--- config.mk ---
export PLATFORM = sky130hd
export DESIGN_NAME = avalon_segled_ctrl_flat
export DESIGN_NICKNAME = d
export VERILOG_FILES = /design/src/rtl/avalon_segled_ctrl_if.sv /design/src/rtl/avalon_segled_ctrl.sv /design/src/flat_wrapper.sv
export SDC_FILE = /design/constraint.sdc
export NUM_CORES = 1
export LEC_CHECK = 0
export BUFFER_PORTS_ARGS = -buffer_cell sky130_fd_sc_hd__buf_2
export CAP_MARGIN = 20
export CORE_UTILIZATION = 55
export CTS_BUF_LIST = sky130_fd_sc_hd__clkbuf_4
export DETAILED_ROUTE_END_ITERATION = 8
export HOLD_SLACK_MARGIN = 0.1
export PLACE_DENSITY_LB_ADDON = 0.15
export SYNTH_ARGS = -nofsm -noshare
export SYNTH_HDL_FRONTEND = slang
export SYNTH_SLANG_ARGS = --single-unit
--- constraint.sdc ---
create_clock -name sys_clk -period 2.2 [get_ports sys_clk]
set_clock_uncertainty 0.1 [all_clocks]
set_input_delay 0 -clock sys_clk [delete_from_list [all_inputs] [get_ports sys_clk]]
set_output_delay 0 -clock sys_clk [all_outputs]
set_load 0.05 [all_outputs]
--- src/rtl/avalon_segled_ctrl_if.sv ---
// Avalon-MM slave bus bundle for the segled controller.
// The master modport is the Nios II side; the slave modport is the IP core.
interface avalon_segled_ctrl_if;
  logic [1:0]  avs_address;
  logic        avs_write;
  logic [31:0] avs_writedata;
  logic        avs_read;
  logic [31:0] avs_readdata;

  modport master (
    output avs_address,
    output avs_write,
    output avs_writedata,
    output avs_read,
    input  avs_readdata
  );

  modport slave (
    input  avs_address,
    input  avs_write,
    input  avs_writedata,
    input  avs_read,
    output avs_readdata
  );
endinterface

--- src/rtl/avalon_segled_ctrl.sv ---
// Avalon-MM six-digit common-anode 7-segment controller with sequential binary-to-BCD conversion.
// Optional leading-zero blanking is built when SEGLED_LZB_EN is defined.
module avalon_segled_ctrl #(
  parameter int SCAN_CNT = 50000,
  parameter int MAX_VAL  = 999999
) (
  input  logic                        sys_clk,
  input  logic                        sys_rst_n,
  avalon_segled_ctrl_if.slave         avs,
  output logic [5:0]                  sel,
  output logic [7:0]                  seg_led
);

  localparam int          DIV_W     = (SCAN_CNT > 1) ? $clog2(SCAN_CNT) : 1;
  localparam logic [19:0] MAX_V     = 20'(MAX_VAL);
  localparam logic [DIV_W-1:0] DIV_LAST = DIV_W'(SCAN_CNT - 1);

  typedef enum logic [1:0] {
    ST_IDLE  = 2'd0,
    ST_SHIFT = 2'd1,
    ST_DONE  = 2'd2
  } state_t;

  // Add 3 to every BCD nibble that is 5 or more (double-dabble correction).
  function automatic logic [23:0] bcd_adjust(input logic [23:0] a);
    logic [23:0] r;
    r = a;
    for (int k = 0; k < 6; k++) begin
      if (a[4*k +: 4] >= 4'd5) begin
        r[4*k +: 4] = a[4*k +: 4] + 4'd3;
      end else begin
        r[4*k +: 4] = a[4*k +: 4];
      end
    end
    return r;
  endfunction

  // Active-high segment pattern {g,f,e,d,c,b,a}; out-of-range nibbles are blank.
  function automatic logic [6:0] seg_decode(input logic [3:0] n);
    logic [6:0] s;
    case (n)
      4'd0:    s = 7'h3F;
      4'd1:    s = 7'h06;
      4'd2:    s = 7'h5B;
      4'd3:    s = 7'h4F;
      4'd4:    s = 7'h66;
      4'd5:    s = 7'h6D;
      4'd6:    s = 7'h7D;
      4'd7:    s = 7'h07;
      4'd8:    s = 7'h7F;
      4'd9:    s = 7'h6F;
      default: s = 7'h00;
    endcase
    return s;
  endfunction

  logic [19:0]      r_data;
  logic [5:0]       r_point;
  logic             r_en;
  logic [31:0]      r_readdata;
  state_t           r_state;
  logic [19:0]      r_shift;
  logic [23:0]      r_acc;
  logic [4:0]       r_cnt;
  logic [23:0]      r_disp;
  logic [DIV_W-1:0] r_div;
  logic [2:0]       r_idx;
  logic [5:0]       r_sel;
  logic [7:0]       r_seg;

  logic             w_wr_data;
  logic             w_wr_point;
  logic             w_wr_ctrl;
  logic [19:0]      w_sat;
  logic             w_busy;
  logic             w_en_next;
  logic [23:0]      w_acc_adj;
  logic [3:0]       w_nib;
  logic             w_dp;
  logic [5:0]       w_lz;
  logic [6:0]       w_pat;

  // Bus decode, saturation and conversion helpers.
  always_comb begin
    w_wr_data  = avs.avs_write && (avs.avs_address == 2'd0);
    w_wr_point = avs.avs_write && (avs.avs_address == 2'd1);
    w_wr_ctrl  = avs.avs_write && (avs.avs_address == 2'd2);
    if (avs.avs_writedata[19:0] > MAX_V) begin
      w_sat = MAX_V;
    end else begin
      w_sat = avs.avs_writedata[19:0];
    end
    w_busy    = (r_state != ST_IDLE);
    w_acc_adj = bcd_adjust(r_acc);
    // A CTRL write blanks or restores the display on the same edge it is sampled.
    if (w_wr_ctrl) begin
      w_en_next = avs.avs_writedata[0];
    end else begin
      w_en_next = r_en;
    end
  end

  // Digit selected by the scan index, its dp bit and its leading-zero flag.
  always_comb begin
    case (r_idx)
      3'd0:    begin w_nib = r_disp[3:0];   w_dp = r_point[0]; end
      3'd1:    begin w_nib = r_disp[7:4];   w_dp = r_point[1]; end
      3'd2:    begin w_nib = r_disp[11:8];  w_dp = r_point[2]; end
      3'd3:    begin w_nib = r_disp[15:12]; w_dp = r_point[3]; end
      3'd4:    begin w_nib = r_disp[19:16]; w_dp = r_point[4]; end
      3'd5:    begin w_nib = r_disp[23:20]; w_dp = r_point[5]; end
      default: begin w_nib = 4'hF;          w_dp = 1'b0;       end
    endcase
    w_lz[5] = (r_disp[23:20] == 4'd0);
    w_lz[4] = w_lz[5] && (r_disp[19:16] == 4'd0);
    w_lz[3] = w_lz[4] && (r_disp[15:12] == 4'd0);
    w_lz[2] = w_lz[3] && (r_disp[11:8]  == 4'd0);
    w_lz[1] = w_lz[2] && (r_disp[7:4]   == 4'd0);
    w_lz[0] = 1'b0;
`ifdef SEGLED_LZB_EN
    if ((r_idx <= 3'd5) && w_lz[r_idx]) begin
      w_pat = 7'h00;
    end else begin
      w_pat = seg_decode(w_nib);
    end
`else
    w_pat = seg_decode(w_nib);
`endif
  end

  // Control/status registers and registered read data.
  always_ff @(posedge sys_clk or negedge sys_rst_n) begin
    if (!sys_rst_n) begin
      r_data     <= 20'h0;
      r_point    <= 6'h0;
      r_en       <= 1'b0;
      r_readdata <= 32'h0;
    end else begin
      if (w_wr_data)  r_data  <= avs.avs_writedata[19:0];
      if (w_wr_point) r_point <= avs.avs_writedata[5:0];
      r_en <= w_en_next;
      if (avs.avs_read) begin
        case (avs.avs_address)
          2'd0:    r_readdata <= {12'h0, r_data};
          2'd1:    r_readdata <= {26'h0, r_point};
          2'd2:    r_readdata <= {31'h0, r_en};
          2'd3:    r_readdata <= {31'h0, w_busy};
          default: r_readdata <= 32'h0;
        endcase
      end
    end
  end

  // Shift-add-3 conversion FSM; a DATA write in any state restarts it.
  always_ff @(posedge sys_clk or negedge sys_rst_n) begin
    if (!sys_rst_n) begin
      r_state <= ST_IDLE;
      r_shift <= 20'h0;
      r_acc   <= 24'h0;
      r_cnt   <= 5'd0;
      r_disp  <= 24'h0;
    end else if (w_wr_data) begin
      r_state <= ST_SHIFT;
      r_shift <= w_sat;
      r_acc   <= 24'h0;
      r_cnt   <= 5'd0;
    end else begin
      case (r_state)
        ST_IDLE: begin
          r_state <= ST_IDLE;
        end
        ST_SHIFT: begin
          {r_acc, r_shift} <= {w_acc_adj[22:0], r_shift, 1'b0};
          r_cnt            <= r_cnt + 5'd1;
          if (r_cnt == 5'd19) begin
            r_state <= ST_DONE;
          end else begin
            r_state <= ST_SHIFT;
          end
        end
        ST_DONE: begin
          r_disp  <= r_acc;
          r_state <= ST_IDLE;
        end
        default: begin
          r_state <= ST_IDLE;
        end
      endcase
    end
  end

  // Scan divider and digit index; these run regardless of EN.
  always_ff @(posedge sys_clk or negedge sys_rst_n) begin
    if (!sys_rst_n) begin
      r_div <= '0;
      r_idx <= 3'd0;
    end else if (r_div == DIV_LAST) begin
      r_div <= '0;
      if (r_idx >= 3'd5) begin
        r_idx <= 3'd0;
      end else begin
        r_idx <= r_idx + 3'd1;
      end
    end else begin
      r_div <= r_div + DIV_W'(1);
    end
  end

  // sel and seg_led are registered together so they change on the same edge.
  always_ff @(posedge sys_clk or negedge sys_rst_n) begin
    if (!sys_rst_n) begin
      r_sel <= 6'h3F;
      r_seg <= 8'hFF;
    end else if (w_en_next && (r_idx <= 3'd5)) begin
      r_sel <= ~(6'd1 << r_idx);
      r_seg <= ~{w_dp, w_pat};
    end else begin
      r_sel <= 6'h3F;
      r_seg <= 8'hFF;
    end
  end

  assign avs.avs_readdata = r_readdata;
  assign sel              = r_sel;
  assign seg_led          = r_seg;

endmodule

--- src/flat_wrapper.sv ---
// flat-port wrapper written by rule: the top's interface ports become plain ports
module avalon_segled_ctrl_flat 
#(
  parameter int SCAN_CNT = 50000,
  parameter int MAX_VAL  = 999999
)
  (sys_clk, sys_rst_n, sel, seg_led, avs_avs_address, avs_avs_write, avs_avs_writedata, avs_avs_read, avs_avs_readdata);
  avalon_segled_ctrl_if avs_i ();
  input  logic sys_clk;
  input  logic sys_rst_n;
  output logic [5:0] sel;
  output logic [7:0] seg_led;
  input wire logic [$bits(avs_i.avs_address)-1:0] avs_avs_address;
  input wire logic [$bits(avs_i.avs_write)-1:0] avs_avs_write;
  input wire logic [$bits(avs_i.avs_writedata)-1:0] avs_avs_writedata;
  input wire logic [$bits(avs_i.avs_read)-1:0] avs_avs_read;
  output wire logic [$bits(avs_i.avs_readdata)-1:0] avs_avs_readdata;
  assign avs_i.avs_address = avs_avs_address;
  assign avs_i.avs_write = avs_avs_write;
  assign avs_i.avs_writedata = avs_avs_writedata;
  assign avs_i.avs_read = avs_avs_read;
  assign avs_avs_readdata = avs_i.avs_readdata;
  avalon_segled_ctrl #(.SCAN_CNT(SCAN_CNT), .MAX_VAL(MAX_VAL)) u_core (.sys_clk(sys_clk), .sys_rst_n(sys_rst_n), .avs(avs_i), .sel(sel), .seg_led(seg_led));
endmodule
**After elaboration in Yosys (flattened, before gate mapping)**

Memory sizes are Yosys's and may differ from the RTL's.
Cells that the tools add are included.

- Register bits after elaboration: 167
- ROM bits: 112
- Input port bits: 38
- Output and inout bits: 46
- Logic and storage cells: 81
- Memories kept: 1

Memory list:

| memory | depth | width | rd ports | clocked after memory_dff | write ports | line | source |
|---|---|---|---|---|---|---|---|
| (name not given) | 16 | 7 | 1 | 0 | 0 | avalon_segled_ctrl.sv:41 | `case (n)` |

- $add $sub $neg: 9
- $lt $le $gt $ge: 9
- Eq/ne operators: 12
- Shift-type cells: 1
- Mux-type cells: 24
- Bitwise operators: 3
- Reduce and logical (&&, ||, !) cells: 9

Operators with widths:

| kind | number |
|---|---|
| $pmux 32 s4 | 1 |
| $mux 20 | 3 |
| $mux 24 | 2 |
| $ge 4x3->1 const B | 6 |
| $pmux 4 s6 | 1 |
| $add 4x2->4 const B | 5 |
| $gt 20x20->1 const B | 1 |
| $mux 4 | 5 |
| $add 16x1->16 const B | 1 |
| $eq 16x16->1 const B | 1 |
| $mux 16 | 1 |
| $mux 5 | 2 |
| $mux 8 | 1 |
| $not 8->8 | 1 |
| $eq 2x2->1 const B | 3 |
| $eq 3x2->1 const B | 2 |
| $eq 3x3->1 const B | 2 |
| $mux 2 | 3 |
| $mux 3 | 2 |
| $mux 6 | 1 |
| $not 6->6 | 1 |
| $pmux 1 s6 | 1 |
| $shl 1x3->6 const A | 1 |
| $add 5x1->5 const B | 1 |
| 14 further kinds | 19 |

**Depth between registers and ports, before layout**

- Depth in word-level cells: 5
- Mapped depth: 12
- Depth with buffers taken out: 10

**Worst setup path after synthesis**

No wires, ideal clock.

- Path kind: register -> register
- Start point: reg u_core.r_idx[1]
- End point: reg u_core.r_seg[1] (netlist: u_core.seg_led[1])
- Setup time: 0.077 ns
- Arrival: 2.163 ns
- Required time: 2.023 ns
- Slack: -0.140 ns
- Cell stages (with the launch flop): 10
- Buffers on the path: 2
- Period minus slack after synthesis: 2.340 ns
- Path through: dfrtp_1 inv_1 ha_1 buf_6 buf_2 or4_1 o2111a_1 ha_1 o21ai_1 a21bo_1

- Longest elaborated chain between the ends: 5
- Elaborated cells on any way between the ends: 12
- Classes of those cells: 1 x order compare; 5 x eq/ne; 2 x mux; 1 x bitwise; 2 x reduce/logical; 1 x memory

RTL lines:

| element | line | source |
|---|---|---|
| start, declared | avalon_segled_ctrl.sv:67 | `logic [2:0] r_idx;` |
| start signal, assigned | avalon_segled_ctrl.sv:202 | `r_idx <= r_idx + 3'd1;` |
| $eq 3x3->1 (tied with other cells) | avalon_segled_ctrl.sv:105 | `case (r_idx)` |
| $pmux 4 s6 | avalon_segled_ctrl.sv:105 |  |
| $mem_v2 16x7 | - |  |
| $not 8->8 | avalon_segled_ctrl.sv:216 | `r_seg <= ~{w_dp, w_pat};` |
| $mux 8 (*) | avalon_segled_ctrl.sv:214 | `end else if (w_en_next && (r_idx <= 3'd5)) begin` |
| end signal, assigned | avalon_segled_ctrl.sv:216 |  |
| end, declared | avalon_segled_ctrl.sv:69 | `logic [7:0] r_seg;` |

Every way passes the cells marked *; elsewhere a longest branch is shown, timed or not.
A chain may end at the register's enable or synchronous reset.

**Worst setup path after layout**

Ends and elaborated chain as after synthesis.

==> results.toml <==
[placement]
placement.io_buffers = 59
place.detailed.hpwl_um = 10800
place_congestion = 0.902
placedCellCount = 930

[synth]
synth_ff_type = "sky130_fd_sc_hd__dfrtp_1"
synth.avg_cell_area_um2 = 10.4
synth_edf_count = 0
synth-async-reset-ratio_pct = 100
synth.yosys.warnings = 0
synth.yosys.seq_area_share_pct = 53.0
post_synth_instance_area_um2 = 7350
synth.ff_latch_count = 155
syn_inst = 704
ys_types = 59

[floorplan]
die-height_um = 118
placement_row_count = 41
boundaryPins = 84
area_enclosed_by_the_die_boundary_um2 = 13800
coreArea_um2 = 12800
die_w_um = 118
floorplan.initialDensity_pct = 57.3

[job]
maxCapViolCount = 0

[clock_tree]
clock_path_buffers = 2
worst_skew_pair.late_latency_ns = 0.58
clockRootBuffer = "sky130_fd_sc_hd__clkbuf_4"
cts_tree = "yes"
h-tree-depth = 4
clkSlewWorstSetupHoldPaths_ns = 0.13
cts_inserted_buffers = 17
clock_sink_count = 155

[detailed_routing]
first_pass_iters = 5
detail_route.iter0.violations = 505
post_drt_via_cell_ratio = 5.57
drc = 0
num_vias = 5730
post_dr_wirelength_cell_um = 17.0
finalWirelength_um = 17500
detail-route-antenna-nets = 0

[worst_setup_path]
timing.critical_path.arrival_ns = 2.67
setup.worst_path.start_class = "flop"
worst-path-max-fanout = 5
crit_required_ns = 2.61
crit_type = "reg -> reg"
worst_setup_path_end_kind = "flop"

[global_route]
number_of_global_route_vias_before_repair = 5679
globalRoute.totalOverflow = 0
global_router_s_overall_resource_usage_pct = 26.2
global_route_wire_length_before_repair_um = 28400
grt_util_met1_pct = 34.5
most_used_routing_layer_in_global_routing = "met2"
grt.met2_usage_pct = 40.8
grt_util_met3_pct = 6.93
antenna_found_initial = 1
grt_start_max_net_pins = 49

[timing]
final-hold-violation-count = 0
slew_headroom_pct = 49.1
fmaxAchievable_mhz = 443
report.final.setup_viol = 6
grt_setup_unrepaired = "true"
setup_slack_ns = -0.0561
worstMarginPinSlew_ns = 0.758
tmin_final_ns = 2.26
layout_worst_path_cycle_share_pct = 103
final_max_slew_viol_count = 0
finalSetupTns_ns = -0.152

[cells_and_area]
most-common-layout-cells = "139 x sky130_fd_sc_hd__dfrtp_1, 119 x sky130_fd_sc_hd__nand2_1, 60 x sky130_fd_sc_hd__dlygate4sd3_1"
flip_flop_and_latch_area_um2 = 3900
area_growth_syn_to_layout_pct = 22.6
n_fill_cell = 950
layout.cells.most_common = "sky130_fd_sc_hd__dfrtp_1"
stdcell_count = 1028
nNetsFinal = 907
total_area_of_multi_input_combinational_cells_um2 = 3280
ratio_of_cells_with_drive_above_1_in_the_final_layout_pct = 21.9
post-route-util_pct = 70.3

[status]
failed_checks = "negative setup slack"
run_status = "finished, violations left"

[hold_path]
min_path_type = "in -> reg"

[power_and_ir_drop]
p_leak_nw = 4.29
max-vdd-ir-drop_mv = 0.606
power_density_nw_per_um2 = 952
[final cells by class]
| cell class | count | share of cell area, % |
|---|---|---|
| sequential | 155 | 43.3 |
| multi-input combinational | 480 | 36.4 |
| timing repair buffer | 155 | 13.6 |
| tap | 172 | 2.39 |
| clock buffer | 19 | 1.58 |
| inverter | 36 | 1.55 |
| clock inverter | 10 | 1.15 |
| antenna | 1 | 0.0278 |
[metrics by stage]
step | cell area [um2] | power (W) | setup slack [ns] | hold slack [ns]
after floorplan | 7420 | 0.00605 | -0.0475 | -0.396
after global placement | 7910 | 0.00661 | 0.00410 | -0.0890
after detailed placement | 7910 | 0.00677 | -0.0685 | -0.0793
after CTS | 8870 | 0.00850 | -0.0167 | 0.100
after global routing | 9010 | 0.00912 | -0.131 | 0.117
final | 9010 | 0.00858 | -0.0561 | 0.130
[power breakdown]
part	internal [W]	switching, W	total, W
Combinational	0.00124	0.00166	0.00290
Sequential	0.00350	0.000548	0.00405
Clock	0.000663	0.000964	0.00163
[final timing paths]
check	start	to	slack, ns	depth (start not counted)
worst min register to register	u_core.r_data[3]	u_core.r_data[3]	0.39	2
max in group asynchronous	sys_rst_n	u_core.r_shift[12]	1.19	4
min in group asynchronous	sys_rst_n	u_core.seg_led[6]	0.51	3
worst min-delay path	avs_avs_address[1]	u_core.avs.avs_readdata[13]	0.13	5
worst max-delay path	u_core.r_idx[1]	u_core.seg_led[1]	-0.06	9
worst max register to register	u_core.r_idx[1]	u_core.seg_led[1]	-0.06	9
[worst max-delay path, stage by stage, from the launching register on]
cell and delay (ns):
sky130_fd_sc_hd__dfrtp_2 0.49, sky130_fd_sc_hd__ha_4 0.19, sky130_fd_sc_hd__ha_4 0.17, sky130_fd_sc_hd__a32oi_1 0.15, sky130_fd_sc_hd__o21ai_1 0.09, sky130_fd_sc_hd__a211o_1 0.35, sky130_fd_sc_hd__buf_6 0.15, sky130_fd_sc_hd__ha_4 0.26
sky130_fd_sc_hd__o21ai_2 0.05, sky130_fd_sc_hd__a21bo_1 0.20
[kinds of logic after synthesis]
group                      Yosys count  synth area share, %
AOI/OAI and AO/OA                  127                 10.7
xor gates and xnor gates            28                 3.33
adders and majority gates           24                 4.08
buffers and inverters               80                 5.29
DFF                                155                 53.0
muxes                               62                 9.19
other                                1               0.0510
and+or+nand+nor                    227                 14.3
[synth_stat cells (14+ instances only)]
cell	n	area share, %
sky130_fd_sc_hd__a21oi_1	41	2.8
sky130_fd_sc_hd__buf_4	14	1.4
sky130_fd_sc_hd__clkbuf_1	16	0.82
sky130_fd_sc_hd__dfrtp_1	141	48
sky130_fd_sc_hd__dfstp_2	14	5.0
sky130_fd_sc_hd__ha_1	24	4.1
sky130_fd_sc_hd__inv_1	35	1.8
sky130_fd_sc_hd__mux2_1	20	3.1
sky130_fd_sc_hd__mux2_2	14	2.1
sky130_fd_sc_hd__mux2i_1	27	3.7
sky130_fd_sc_hd__nand2_1	119	6.1
sky130_fd_sc_hd__nand3_1	18	1.2
sky130_fd_sc_hd__nor2_1	34	1.7
sky130_fd_sc_hd__o21ai_0	40	2.7
sky130_fd_sc_hd__xor2_1	16	1.9
[state kept, by name, summed over array words and instances, names as in the netlist]
name,cells
u_core.r_acc,24
u_core.r_disp,24
u_core.avs.avs_readdata,20
u_core.r_data,20
u_core.r_shift,20
u_core.r_div,16
u_core.seg_led,8
u_core.r_point,6
u_core.sel,6
u_core.r_cnt,5
u_core.r_idx,3
u_core.r_state,2
u_core.r_en,1
[timing repair]
| action | CTS | global route |
|---|---|---|
| endpoints found under the hold margin | 236 | 0 |
| endpoints found under the setup margin | 6 | 8 |
| gates resized for setup | 15 | 25 |
| hold buffers | 62 | 0 |
| pin swaps | 2 | 13 |
| buffers inserted | 1 | 6 |
[metal layers]
metal	up-vias	wire, um
li1	2648	-
met1	2854	7790
met2	179	8240
met3	49	988
met4	0	492
met5	-	0
Note: power is estimated with default switching activity, not from simulation.
